==> src/rtl/sim_clock_monitor_pkg.sv <==
// ============================================================================
// Module      : sim_clock_monitor_pkg
// Description : Shared HIL definitions for the sim-clock monitor.
// Revision    : 1.0 - initial release
// ============================================================================
`default_nettype none

package sim_clock_monitor_pkg;

  typedef enum logic [1:0] {
    ST_NO_CLK  = 2'd0,
    ST_ACQUIRE = 2'd1,
    ST_LOCKED  = 2'd2,
    ST_FAULT   = 2'd3
  } mon_state_e;

  localparam int unsigned NOMINAL_PERIOD = 500;
  localparam int unsigned SYNC_DEPTH     = 3;

  function automatic logic [7:0] sat_inc8(input logic [7:0] v);
    return (v == 8'hFF) ? v : v + 8'd1;
  endfunction

endpackage

`default_nettype wire

==> src/rtl/sim_clock_monitor_sync_edge_detect.sv <==
// ============================================================================
// Module      : sim_clock_monitor_sync_edge_detect
// Description : Three-flop synchronizer with a registered rising-edge strobe.
// Revision    : 1.0 - initial release
// ============================================================================
`default_nettype none

module sim_clock_monitor_sync_edge_detect
  import sim_clock_monitor_pkg::*;
(
  input  logic clk,
  input  logic rst,
  input  logic i_async,
  output logic o_edge
);

  logic [SYNC_DEPTH-1:0] r_sync;
  logic                  r_edge;

  always_ff @(posedge clk) begin
    if (rst) begin
      r_sync <= '0;
      r_edge <= 1'b0;
    end else begin
      r_sync <= {r_sync[SYNC_DEPTH-2:0], i_async};
      r_edge <= r_sync[SYNC_DEPTH-2] & ~r_sync[SYNC_DEPTH-1];
    end
  end

  assign o_edge = r_edge;

endmodule

`default_nettype wire

==> src/rtl/sim_clock_monitor.sv <==
// ============================================================================
// Module      : sim_clock_monitor
// Description : Measures an asynchronous sim clock period and tracks lock/fault.
// Revision    : 1.0 - initial release
// ============================================================================
`default_nettype none

module sim_clock_monitor
  import sim_clock_monitor_pkg::*;
#(
  parameter int CNT_W      = 10,
  parameter int PERIOD_MIN = NOMINAL_PERIOD - 10,
  parameter int PERIOD_MAX = NOMINAL_PERIOD + 10,
  parameter int LOCK_COUNT = 4,
  parameter int TIMEOUT    = 1000
) (
  input  logic             clk_50Mhz,
  input  logic             reset,
  input  logic             clk_in,
  input  logic             fault_clr,
  output logic             edge_pulse,
  output logic [CNT_W-1:0] period,
  output logic             period_valid,
  output logic             locked,
  output logic             fault,
  output logic [7:0]       err_count
);

  localparam logic [CNT_W-1:0] c_TIMEOUT = CNT_W'(TIMEOUT);
  localparam logic [CNT_W-1:0] c_PMIN    = CNT_W'(PERIOD_MIN);
  localparam logic [CNT_W-1:0] c_PMAX    = CNT_W'(PERIOD_MAX);
  localparam logic [3:0]       c_LOCK    = 4'(LOCK_COUNT);

  logic             w_edge;
  logic [CNT_W-1:0] r_cnt;
  logic [CNT_W-1:0] r_period;
  logic [CNT_W-1:0] w_meas;
  logic             w_in_range;
  logic             w_timeout;
  logic             w_pv;
  mon_state_e       r_state, w_state_nxt;
  logic [3:0]       r_good, w_good_nxt;
  logic [7:0]       r_err, w_err_nxt;

  sim_clock_monitor_sync_edge_detect u_sync (
    .clk     (clk_50Mhz),
    .rst     (reset),
    .i_async (clk_in),
    .o_edge  (w_edge)
  );

  // cnt holds TIMEOUT once reached so a missing clock never wraps into range
  always_ff @(posedge clk_50Mhz) begin
    if (reset)                r_cnt <= '0;
    else if (w_edge)          r_cnt <= '0;
    else if (r_cnt != c_TIMEOUT) r_cnt <= r_cnt + 1'b1;
  end

  assign w_meas     = r_cnt + 1'b1;
  assign w_in_range = (w_meas >= c_PMIN) && (w_meas <= c_PMAX);
  assign w_timeout  = (r_cnt == c_TIMEOUT) && !w_edge;
  assign w_pv       = w_edge && (r_state != ST_NO_CLK) && !fault_clr;

  always_ff @(posedge clk_50Mhz) begin
    if (reset)     r_period <= '0;
    else if (w_pv) r_period <= w_meas;
  end

  always_comb begin
    w_state_nxt = r_state;
    w_good_nxt  = r_good;
    w_err_nxt   = r_err;
    if (fault_clr) begin
      // Clear wins over any coincident edge or timeout
      w_err_nxt = 8'd0;
      if (r_state == ST_FAULT) begin
        w_state_nxt = ST_NO_CLK;
        w_good_nxt  = 4'd0;
      end
    end else begin
      case (r_state)
        ST_NO_CLK: begin
          if (w_edge) begin
            w_state_nxt = ST_ACQUIRE;
            w_good_nxt  = 4'd0;
          end
        end
        ST_ACQUIRE: begin
          if (w_edge) begin
            if (w_in_range) begin
              if (r_good + 4'd1 == c_LOCK) begin
                w_state_nxt = ST_LOCKED;
                w_good_nxt  = 4'd0;
              end else begin
                w_good_nxt = r_good + 4'd1;
              end
            end else begin
              w_good_nxt = 4'd0;
              w_err_nxt  = sat_inc8(r_err);
            end
          end else if (w_timeout) begin
            w_state_nxt = ST_NO_CLK;
            w_good_nxt  = 4'd0;
            w_err_nxt   = sat_inc8(r_err);
          end
        end
        ST_LOCKED: begin
          if ((w_edge && !w_in_range) || w_timeout) begin
            w_state_nxt = ST_FAULT;
            w_err_nxt   = sat_inc8(r_err);
          end
        end
        ST_FAULT: begin
          if ((w_edge && !w_in_range) || w_timeout) w_err_nxt = sat_inc8(r_err);
        end
        default: w_state_nxt = ST_NO_CLK;
      endcase
    end
  end

  always_ff @(posedge clk_50Mhz) begin
    if (reset) begin
      r_state <= ST_NO_CLK;
      r_good  <= 4'd0;
      r_err   <= 8'd0;
    end else begin
      r_state <= w_state_nxt;
      r_good  <= w_good_nxt;
      r_err   <= w_err_nxt;
    end
  end

  assign edge_pulse   = w_edge;
  assign period_valid = w_pv;
  assign period       = w_pv ? w_meas : r_period;
  assign locked       = (r_state == ST_LOCKED);
  assign fault        = (r_state == ST_FAULT);
  assign err_count    = r_err;

endmodule

`default_nettype wire

==> config.mk <==
export PLATFORM = sky130hd
export DESIGN_NAME = sim_clock_monitor
export DESIGN_NICKNAME = d
export VERILOG_FILES = /design/src/rtl/sim_clock_monitor_pkg.sv /design/src/rtl/sim_clock_monitor_sync_edge_detect.sv /design/src/rtl/sim_clock_monitor.sv
export SDC_FILE = /design/constraint.sdc
export NUM_CORES = 1
export LEC_CHECK = 0
export CAP_MARGIN = 30
export CORE_MARGIN = 2
export CORE_UTILIZATION = 25
export CTS_CLUSTER_DIAMETER = 30
export DETAILED_ROUTE_END_ITERATION = 6
export REMOVE_ABC_BUFFERS = 1
export SYNTH_ARGS = -nofsm -noshare
export SYNTH_HDL_FRONTEND = slang
export SYNTH_SLANG_ARGS = --single-unit
==> constraint.sdc <==
create_clock -name clk_50Mhz -period 4 [get_ports clk_50Mhz]
set_clock_uncertainty 0.1 [all_clocks]
set_input_delay 0.8 -clock clk_50Mhz [delete_from_list [all_inputs] [get_ports clk_50Mhz]]
set_output_delay 0.8 -clock clk_50Mhz [all_outputs]
set_load 0.1 [all_outputs]
==> run_results.csv <==
group,metric,value,unit
outcome,run_status,"complete, no violations",
timing,post-route-min-period,3.408,ns
drt,wirelength,4.179,mm
synthesis,synth.distinct_cells,47,
timing,report.final.slew_viol_count,0,
synthesis,yosysSeqAreaShare,0.3841,
timing,grt_setup_unrepaired,"false",
synthesis,synth_top_area_frac,0.3841,
clock_tree,cts-root-buf,"clkbuf_8",
global_routing,gr-total-overflow,0,
clock_tree,cts.sinks,38,
layout,antenna_cells,0,
clock_tree,cts_resized,0,
drt,wl_per_cell,11.64,um
power,vdd_drop_max,0.1239,mV
floorplan,core,0.007687,mm^2
synthesis,yosysMostFrequentCell,"dfxtp_1",
global_routing,grt_pass1_vias,1598,
placement,post-place-ws,0.6045,ns
global_routing,grt_max_degree,20,
timing,fin_crit_sh,0.8520,
timing,worst_hold_slack,0.2827,ns
timing,slew_headroom,0.3503,
drt,vias,1685,
floorplan,die_y,93.01,um
floorplan,die_w,93.01,um
flow_run,max-cap-violations,0,
drt,dr.pass1.iters,4,
layout,syn2layout_area_growth,25.96,%
synthesis,postSynthCellCount,233,
placement,dp_hpwl,2.991,mm
synthesis,yosys-top-cells-count,"38 x dfxtp_1, 29 x nor2_1, 18 x a21oi_1",
synthesis,syn_area,0.001981,mm^2
worst_setup_path,crit_chain,"clkdlybuf4s50_1 > nor3_2 > buf_4 > mux2_2 > buf_12",
worst_setup_path,worst_setup_path_end_kind,"primary output",
global_routing,antenna_found_initial,0,
worst_setup_path,cp-start-kind,"input pin",
synthesis,async_reset_ff_frac,0,
clock_tree,htree_levels,2,
floorplan,pin_count,26,
synthesis,yosys_warnings,0,
floorplan,initial_core_util,0.2576,
timing,clock.fmax,293.4,MHz
hold_path,hold_class,"reg2reg",
clock_tree,cts_hold_buf,0,
timing,finalHoldViolations,0,
clock_tree,postCtsSetupBuffers,0,
synthesis,synthTopCellsByArea,"dfxtp_1 38%, ha_1 6.3%, nor2_1 5.5%, nor2b_1 5.4%, a21oi_1 4.5%",
drt,vias_per_cell,4.694,
synthesis,syn_area_per_cell,8.501,um^2
worst_setup_path,path_max_fanout,19,
synthesis,synth_top_flop_cell,"dfxtp_1",
placement,port_buffers,25,
drt,drt_iter0_drc,46,
worst_setup_path,critPathSlowestCell,"clkdlybuf4s50_1",
synthesis,synth_seq_cells,38,
drt,drtAntennaViolNets,0,
clock_tree,cts_tree,"yes",
worst_setup_path,required,3.10,ns
clock_tree,clockBufferDepth,2,
placement,gp_congestion,0.7479,
global_routing,track_usage,0.1026,
synthesis,synth_edf_count,0,
layout,nets,271,
clock_tree,cts.clk_slew.worst_paths,0.07,ns
drt,drc,0,
worst_setup_path,cp_slowest_stage_delay,0.61,ns
timing,setup_violations,0,
placement,dp.cells,352,
power,leakage,0.0008587,uW
floorplan,rows,32,
worst_setup_path,critPathKind,"in2out",
clock_tree,cts_inserted_buffers,5,
timing,worstMarginPinSlew,0.9715,ns
power,power_density,275.1,mW/mm^2
layout,drive_gt1_frac,0.1284,
clock_tree,clk_latency,0.30,ns
floorplan,dieArea,0.008651,mm^2
worst_setup_path,worstPathArrival,2.51,ns
synthesis,synth_largest_area_cell,"dfxtp_1",
timing,timing.final.ws_setup,0.5922,ns
layout,stdcell_count,359,
global_routing,grt_pass1_wl,7.238,mm
[logic make-up after synthesis]
family | Yosys count | synth area share
multiplexers | 2 | 0.01137
XOR/XNOR | 11 | 0.04864
adder cells (fa/ha/maj) | 10 | 0.06317
AND/OR/NAND/NOR | 102 | 0.2735
buffers and inverters | 19 | 0.05117
AO/OA/AOI/OAI | 51 | 0.1680
flip-flops | 38 | 0.3841
[report_power, final]
part,total (uW),switching [uW],internal [uW]
logic,42.6,26.3,16.3
clock network,255,138,117
registers,389,6.70,382
[critical path, delay by kind of cell]
kind	cells	cell delay, ns
muxes	1	0.40
buffers and inverters	3	1.04
and+or+nand+nor	1	0.25
[cell type report]
type,count,area (um^2)
timing repair buffer,27,375.4
fill,834,5192
clock inverter,2,10.01
inverter,9,33.78
tap,102,127.6
multi-input combinational,176,1119
sequential,38,760.7
clock buffer,5,68.82
[cells in the final DEF, fill, tap and decap left out, types with 2 or more instances in the layout]
| cell | instances |
|---|---|
| dfxtp_1 | 38 |
| nor2b_1 | 17 |
| clkbuf_8 | 5 |
| clkdlybuf4s50_1 | 14 |
| o22ai_1 | 2 |
| or4_1 | 3 |
| nor2_1 | 29 |
| a21oi_1 | 18 |
| o31ai_1 | 2 |
| or2_2 | 2 |
| mux2_2 | 2 |
| xor2_1 | 7 |
| nor3_1 | 2 |
| nand4_1 | 4 |
| o32ai_1 | 2 |
| nand3_1 | 13 |
| o21ai_0 | 10 |
| nand2_1 | 15 |
| buf_12 | 11 |
| nor3b_1 | 3 |
| ha_1 | 10 |
| clkinv_2 | 2 |
| a211o_1 | 2 |
| a211oi_1 | 2 |
| or3_1 | 5 |
| inv_1 | 9 |
| buf_4 | 2 |
| xnor2_1 | 4 |
[registers in the layout (all words and copies together), names as in the netlist]
name / count
r_good: 4
u_sync.r_sync: 3
r_cnt: 10
r_state: 2
u_sync.o_edge: 1
r_period: 10
err_count: 8
[through the flow]
stage | setup TNS, ns | total power [uW] | instance area (um^2) | util
after floorplan | -22.11 | 423.1 | 1913 | -
after global placement | 0 | 439.8 | 2416 | 0.3143
after detailed placement | 0 | 441.1 | 2416 | 0.3143
after CTS | 0 | 696.6 | 2495 | 0.3245
after global routing | 0 | 719.3 | 2495 | 0.3245
final | 0 | 686.4 | 2495 | 0.3245
[path summary, 6_finish.rpt]
kind | cells after the start | from | slack, ns | end
max | 5 | fault_clr | 0.59 | period[1]
min | 1 | u_sync.r_sync[2] | 0.28 | u_sync.o_edge
max reg2reg | 8 | r_cnt[0] | 1.25 | err_count[3]
min reg2reg | 1 | u_sync.r_sync[2] | 0.28 | u_sync.o_edge
[routing by layer]
layer	share of wire	vias to the layer above	global-route usage	wire, um
li1	-	871	-	-
met1	0.48	774	0.1371	2022
met2	0.45	33	0.1546	1875
met3	0.051	7	0.02659	212
met4	0.016	0	0.04779	68
met5	0	-	0	0
(Power assumes the default switching activity.)
